==> src/rtl/fib_sequencer.sv <==
// ---------------------------------------------------------------------------
// fib_sequencer
//   Sequencer for the Fibonacci term datapath. It owns the two term registers
//   (a_q = current term, b_q = next term) and the adder between them. On an
//   accepted start it streams up to n_terms_i terms (0,1,1,2,3,...) over a
//   valid/ready handshake and then pulses done_o. If the next term to be
//   emitted does not fit in WIDTH bits, the sequence ends early and the
//   sticky overflow_o flag is set.
//
// Ports
//   clk_i          rising-edge clock
//   reset_i        synchronous, active-high reset
//   start_i        request a new sequence (only looked at in IDLE)
//   n_terms_i      number of terms requested, latched on an accepted start
//   term_out_o     current term, forced to 0 whenever term_valid_o is low
//   term_valid_o   term_out_o holds a term for the consumer
//   term_ready_i   consumer takes term_out_o when valid and ready are both high
//   busy_o         high while a sequence is in progress (LOAD, EMIT, STEP)
//   done_o         single-cycle pulse when a sequence ends
//   overflow_o     sticky; the last sequence stopped early on overflow
// ---------------------------------------------------------------------------
// state  | meaning
// -------+------------------------------------------------------------------
// IDLE   | waiting for start_i; latches n_terms_i and clears overflow
// LOAD   | seeds A=0, B=1 and clears the emitted-term counter
// EMIT   | presents A until handshake, or ends on a pending overflow
// STEP   | advances the pair: A<=B, B<=A+B, carry tracked in b_ovf
// DONE   | one-cycle done pulse, then back to IDLE
// ---------------------------------------------------------------------------
module fib_sequencer #(
   parameter int WIDTH = 4,
   parameter int CNT_W = 5
) (
   input  logic             clk_i,
   input  logic             reset_i,
   input  logic             start_i,
   input  logic [CNT_W-1:0] n_terms_i,
   output logic [WIDTH-1:0] term_out_o,
   output logic             term_valid_o,
   input  logic             term_ready_i,
   output logic             busy_o,
   output logic             done_o,
   output logic             overflow_o
);

   typedef enum logic [2:0] {
      S_IDLE = 3'd0,
      S_LOAD = 3'd1,
      S_EMIT = 3'd2,
      S_STEP = 3'd3,
      S_DONE = 3'd4
   } state_e;

   state_e           state_q;
   logic [WIDTH-1:0] a_q;
   logic [WIDTH-1:0] b_q;
   logic             a_ovf_q;
   logic             b_ovf_q;
   logic [CNT_W-1:0] count_q;
   logic [CNT_W-1:0] n_lat_q;
   logic             overflow_q;

   logic [WIDTH:0]   sum_d;
   logic [CNT_W-1:0] count_d;
   logic             last_term_d;

   // Extra bit on the adder captures the carry out of the term width.
   assign sum_d       = {1'b0, a_q} + {1'b0, b_q};
   assign count_d     = count_q + CNT_W'(1);
   // n_lat_q never exceeds the counter range, so the count ends on equality
   // and cannot wrap.
   assign last_term_d = (count_d == n_lat_q);

   always_ff @(posedge clk_i) begin
      if (reset_i) begin
         state_q    <= S_IDLE;
         a_q        <= '0;
         b_q        <= '0;
         a_ovf_q    <= 1'b0;
         b_ovf_q    <= 1'b0;
         count_q    <= '0;
         n_lat_q    <= '0;
         overflow_q <= 1'b0;
      end else begin
         case (state_q)
            S_IDLE: begin
               if (start_i) begin
                  n_lat_q    <= n_terms_i;
                  overflow_q <= 1'b0;
                  if (n_terms_i == '0) begin
                     state_q <= S_DONE;
                  end else begin
                     state_q <= S_LOAD;
                  end
               end
            end

            S_LOAD: begin
               a_q     <= '0;
               b_q     <= WIDTH'(1);
               a_ovf_q <= 1'b0;
               b_ovf_q <= 1'b0;
               count_q <= '0;
               state_q <= S_EMIT;
            end

            S_EMIT: begin
               // A term whose overflow flag is set never reaches the stream.
               if (a_ovf_q) begin
                  overflow_q <= 1'b1;
                  state_q    <= S_DONE;
               end else if (term_ready_i) begin
                  count_q <= count_d;
                  if (last_term_d) begin
                     state_q <= S_DONE;
                  end else begin
                     state_q <= S_STEP;
                  end
               end
            end

            S_STEP: begin
               a_q     <= b_q;
               a_ovf_q <= b_ovf_q;
               b_q     <= sum_d[WIDTH-1:0];
               // Once B has overflowed it stays marked even though the
               // truncated value keeps feeding the adder.
               b_ovf_q <= b_ovf_q | sum_d[WIDTH];
               state_q <= S_EMIT;
            end

            S_DONE: begin
               state_q <= S_IDLE;
            end

            default: begin
               state_q <= S_IDLE;
            end
         endcase
      end
   end

   assign term_valid_o = (state_q == S_EMIT) && !a_ovf_q;
   assign term_out_o   = term_valid_o ? a_q : '0;
   assign busy_o       = (state_q == S_LOAD) || (state_q == S_EMIT) || (state_q == S_STEP);
   assign done_o       = (state_q == S_DONE);
   assign overflow_o   = overflow_q;

endmodule

==> config.mk <==
export PLATFORM = sky130hd
export DESIGN_NAME = fib_sequencer
export DESIGN_NICKNAME = d
export VERILOG_FILES = /design/src/rtl/fib_sequencer.sv
export SDC_FILE = /design/constraint.sdc
export NUM_CORES = 1
export LEC_CHECK = 0
export BUFFER_PORTS_ARGS = -buffer_cell sky130_fd_sc_hd__buf_4
export CAP_MARGIN = 20
export CORE_MARGIN = 3
export CORE_UTILIZATION = 53
export DETAILED_ROUTE_END_ITERATION = 10
export MAX_ROUTING_LAYER = met4
export PLACE_DENSITY = 0.79
export SLEW_MARGIN = 20
export SYNTH_ARGS = -nofsm -noshare
export SYNTH_HDL_FRONTEND = slang
export SYNTH_SLANG_ARGS = --single-unit
==> constraint.sdc <==
create_clock -name clk_i -period 2.3 [get_ports clk_i]
set_input_delay 0.46 -clock clk_i [delete_from_list [all_inputs] [get_ports clk_i]]
set_output_delay 0.46 -clock clk_i [all_outputs]
set_load 0.01 [all_outputs]
* Yosys cells after proc, flatten, opt, wreduce, memory -nomap -nowiden *
Index checks and enable logic that the tools add are counted.

word-level totals
  output and inout port bits = 8
  flip-flop bits (word level) = 24

cells by class
  eq/ne operators = 10
  mux-type cells = 17
  add/subtract/negate cells = 2
  reduce and logical (&&, ||, !) cells = 14
  bitwise operators = 1

operators by type and width
  operator                                        count
  case mux 4 bit (2 select lines)                 2
  2-to-1 mux 3 bit                                5
  2-to-1 mux 5 bit                                2
  case mux 5 bit (2 select lines)                 1
  case mux 3 bit (3 select lines)                 1
  != test 2 bit (second input constant)           4
  == test 3 x 2 -> 1 bit (second input constant)  2
  case mux 1 bit (2 select lines)                 3
  AND reduction 3 bit                             2
  nonzero test 2 bit                              3
  adder 4 x 4 -> 5 bit                            1
  adder 5 x 1 -> 5 bit (second input constant)    1
  == test 5 bit                                   1
  zero test 5 bit                                 1
  2-to-1 mux 4 bit                                1
  AND reduction 2 bit                             2
  == test 3 x 1 -> 1 bit (second input constant)  1
  == test 3 bit (second input constant)           1
  zero test 3 bit                                 1
  != test 3 bit (second input constant)           1
  logical OR 1 bit                                2
  2-to-1 mux 1 bit                                2
  OR reduction 2 bit                              1
  logical AND 1 bit                               1
  other kinds (2)                                 2

* Longest topological paths before layout *
  depth in word-level cells = 6
  depth in mapped cells = 7
  mapped depth without buffers = 7

* Worst setup path after synthesis *
OpenSTA, ideal clock, no wires.

  path kind = flip-flop to output port
  from = register state_q[0]
  to = output port term_out_o[0]
  path slack = 0.454 ns
  data arrival time = 1.386 ns
  stages on the path, launching flop included = 6
  cell sequence = dfxtp_1 buf_2 or3_1 clkbuf_2 nor2_1 and2_1

on the way
  longest elaborated chain between the ends = 3

ends and longest elaborated chain
  element                 RTL line  RTL
  from (decl)             54        state_e state_q;
  from (signal assigned)  76        state_q <= S_IDLE;
  from (signal assigned)  91        state_q <= S_DONE;
  from (signal assigned)  93        state_q <= S_LOAD;
  == test 3 x 2 -> 1 bit  143       assign term_valid_o = (state_q == S_EMIT) && !a_ovf_q;
  logical AND 1 bit       143
  net term_valid_o        39        output logic term_valid_o,
  2-to-1 mux 4 bit        144       assign term_out_o = term_valid_o ? a_q : '0;
  to (decl)               38        output logic [WIDTH-1:0] term_out_o,

The timed path passes the listed nets, and every way through them passes these cells.

* Worst setup path after layout *
  from = register state_q[1]
  to = output port term_out_o[3]

on the way
  longest elaborated chain between the ends = 3

ends and longest elaborated chain
  element                 RTL line
  == test 3 x 2 -> 1 bit  143
  logical AND 1 bit       143
  2-to-1 mux 4 bit        144

Every way passes these cells.

==> results.toml <==
[placement]
preCtsSetupSlack_ps = 279
port_buffers = 16
place_congestion = 0.894
dpl.hpwl_um = 1960

[global_route]
gr-total-overflow = 0
grt_start_max_net_pins = 24
antenna_found_initial = 0
use_met3_pct = 3.81
track_usage_pct = 21.4
top_usage_layer = "met2"
grt_first_pass_wirelength_um = 4600
grt_pass1_vias = 1075
met2_usage_pct = 38.0
gr-usage-met1_pct = 24.3

[run]
drv_cap = 0

[cts]
numCtsBuffers = 3
clk_pin_slew_ps = 130
postCtsSetupBuffers = 0
clk_path_buf_depth = 2
clock-sinks = 24
htree_levels = 1
root_buffer = "clkbuf_4"
cts_tree = "done"
insertion_delay_ps = 320

[setup_path]
critPathMaxFanout = 8
critPathCaptureType = "primary output"
cp_data_required_time_ps = 1840
crit_type = "register to primary output"
worst_setup_path_start_kind = "register"
cp_data_arrival_time_ps = 1650

[layout]
layout.nets = 187
seq_area_um2 = 482
n_antenna_cell = 0
nFillCells = 204
drive_above_1_share_pct = 14.6
area_growth_pct = 13.8
multi_input_area_um2 = 739

[detailed_routing]
post-route-drc-count = 0
first_pass_iters = 4
vias_per_cell = 5.56
vias = 1107
drt_iter0_markers = 26
post_drt_wl_per_cell_um = 13.1
wl_um = 2610
antenna_left = 0

[sta]
rsz0062_at_grt = "no"
tightest_slew_ps = 714
slew_headroom_pct = 52.3
slew_viol_final = 0
post-route-period-util_pct = 91.6
setup_violations = 0
setup_ws_ps = 192
fmax_mhz = 474
clock_skew_ps = 1.80
period_minus_slack_ps = 2110
final_hold_viol_count = 0
tns_ps = 0

[synthesis]
synthAdderAreaFrac_pct = 6.55
netlist_area_mm2 = 0.00126
synth_nets = 173
ys_seq_area_share_pct = 38.1
synth_area_leaders = "dfxtp_1, a21oi_1, nor2_1"
ys_top_cells_by_count = "dfxtp_1, a21oi_1, nor2_1"
synth-seq-cells = 24
synthXorXnorAreaFrac_pct = 4.17
yosys.area_share.simple_pct = 27.1
synth_edf_count = 0
muxShareOfSynthArea_pct = 3.97
avgSynthCellArea_um2 = 7.98
syn_inst = 158
synth_top_cell_area_share_pct = 38.1
ys.flop_type = "dfxtp_1"
synth_top_family_by_area = "simple AND/OR/NAND/NOR gates"
ys_types = 32
ys_warn_count = 0
yosys.area.top_type = "dfxtp_1"
ys_async_sr_fraction_pct = 0
synth_compound_area_share_pct = 16.7
yosysMostFrequentCell = "dfxtp_1"

[worst_hold_path]
hold_class = "input pin to register"

[die]
dieArea_mm2 = 0.00300
start_util_pct = 56.5
fp.dieH_um = 54.8
fp-row-count = 17
die_x_um = 54.8
boundaryPins = 17
core_mm2 = 0.00223

[pwr]
p_leak_nw = 0.613
peakVddDrop_mv = 0.617
power_density_mw_per_mm2 = 815

[status]
status = "finished clean"
## path summary, 6_finish.rpt
| check | startpoint | endpoint | slack (ps) | cells after the start |
|---|---|---|---|---|
| hold / removal | n_terms_i[0] | n_lat_q[0] | 380 | 3 |
| hold reg to reg | a_q[3] | a_q[3] | 480 | 2 |
| setup / recovery | state_q[1] | term_out_o[3] | 190 | 5 |
| setup reg to reg | a_ovf_q | count_q[2] | 430 | 5 |
## flip-flops by register name (all words and copies together), names as in the netlist
name and count:
a_ovf_q 1, a_q 4, b_ovf_q 1, b_q 4
count_q 5, n_lat_q 5, overflow_o 1, state_q 3
## repair_timing
action                                  4_1_cts  5_1_grt
hold buffers                                  0        0
gates resized for setup                       1        1
endpoints found under the setup margin        1        4
## per-layer routing
layer | wire, µm | up-vias | part of all wire, %
met3 | 68 | 2 | 2.6
met2 | 1360 | 16 | 52
met4 | 23 | 0 | 0.88
met5 | 0 | - | 0
li1 | - | 573 | -
met1 | 1160 | 516 | 44
## cell type report
class,count,area share [%]
flip-flops and latches,24,33.6
clock buffers,4,2.53
inverters,2,0.523
repair buffers,18,9.42
multi-input cells,123,51.5
well taps,28,2.44
## power by group
group	leakage, nW	internal, mW	switching (mW)
Combinational	0.397	0.176	0.253
Sequential	0.195	0.461	0.0539
Clock	0.0210	0.0968	0.130
## critical path, cell delays in order (launching register included)
cell     delay (ps)
dfxtp_2         420
inv_2            70
or3_1           370
nor2_2          190
and2_1          160
buf_4           110
## cell usage in the layout, fill, tap and decap left out, types with 4 or more instances in the layout
| master | n |
|---|---|
| nor3_1 | 8 |
| o21ai_0 | 5 |
| nand2_1 | 13 |
| dfxtp_1 | 23 |
| xor2_1 | 4 |
| ha_1 | 5 |
| or3_1 | 4 |
| nor2b_1 | 5 |
| nand3_1 | 10 |
| a21o_1 | 4 |
| buf_4 | 18 |
| and2_1 | 6 |
| a21oi_1 | 19 |
| mux2i_1 | 5 |
| nor2_1 | 18 |
## logic make-up (layout without fill, tap and decap cells)
kind of cell / after synthesis / count (layout)
AND/OR/NAND/NOR: 70 / 70
AO/OA/AOI/OAI: 36 / 36
flip-flops: 24 / 24
buffers and inverters: 11 / 24
adder cells (fa/ha/maj): 6 / 6
XOR/XNOR: 6 / 6
multiplexers: 5 / 5
## metrics by stage
step                instance area, µm²  hold slack (ps)  instances  power [mW]  util [%]
floorplan                         1260              445        158       0.826         -
global placement                  1400              453        195       0.935      62.5
detailed placement                1400              459        195       0.950      62.5
CTS                               1430              374        199        1.18      64.2
global route                      1440              389        199        1.26      64.3
finish                            1440              381        199        1.17      64.3
Power figures use the tool's default switching activity.
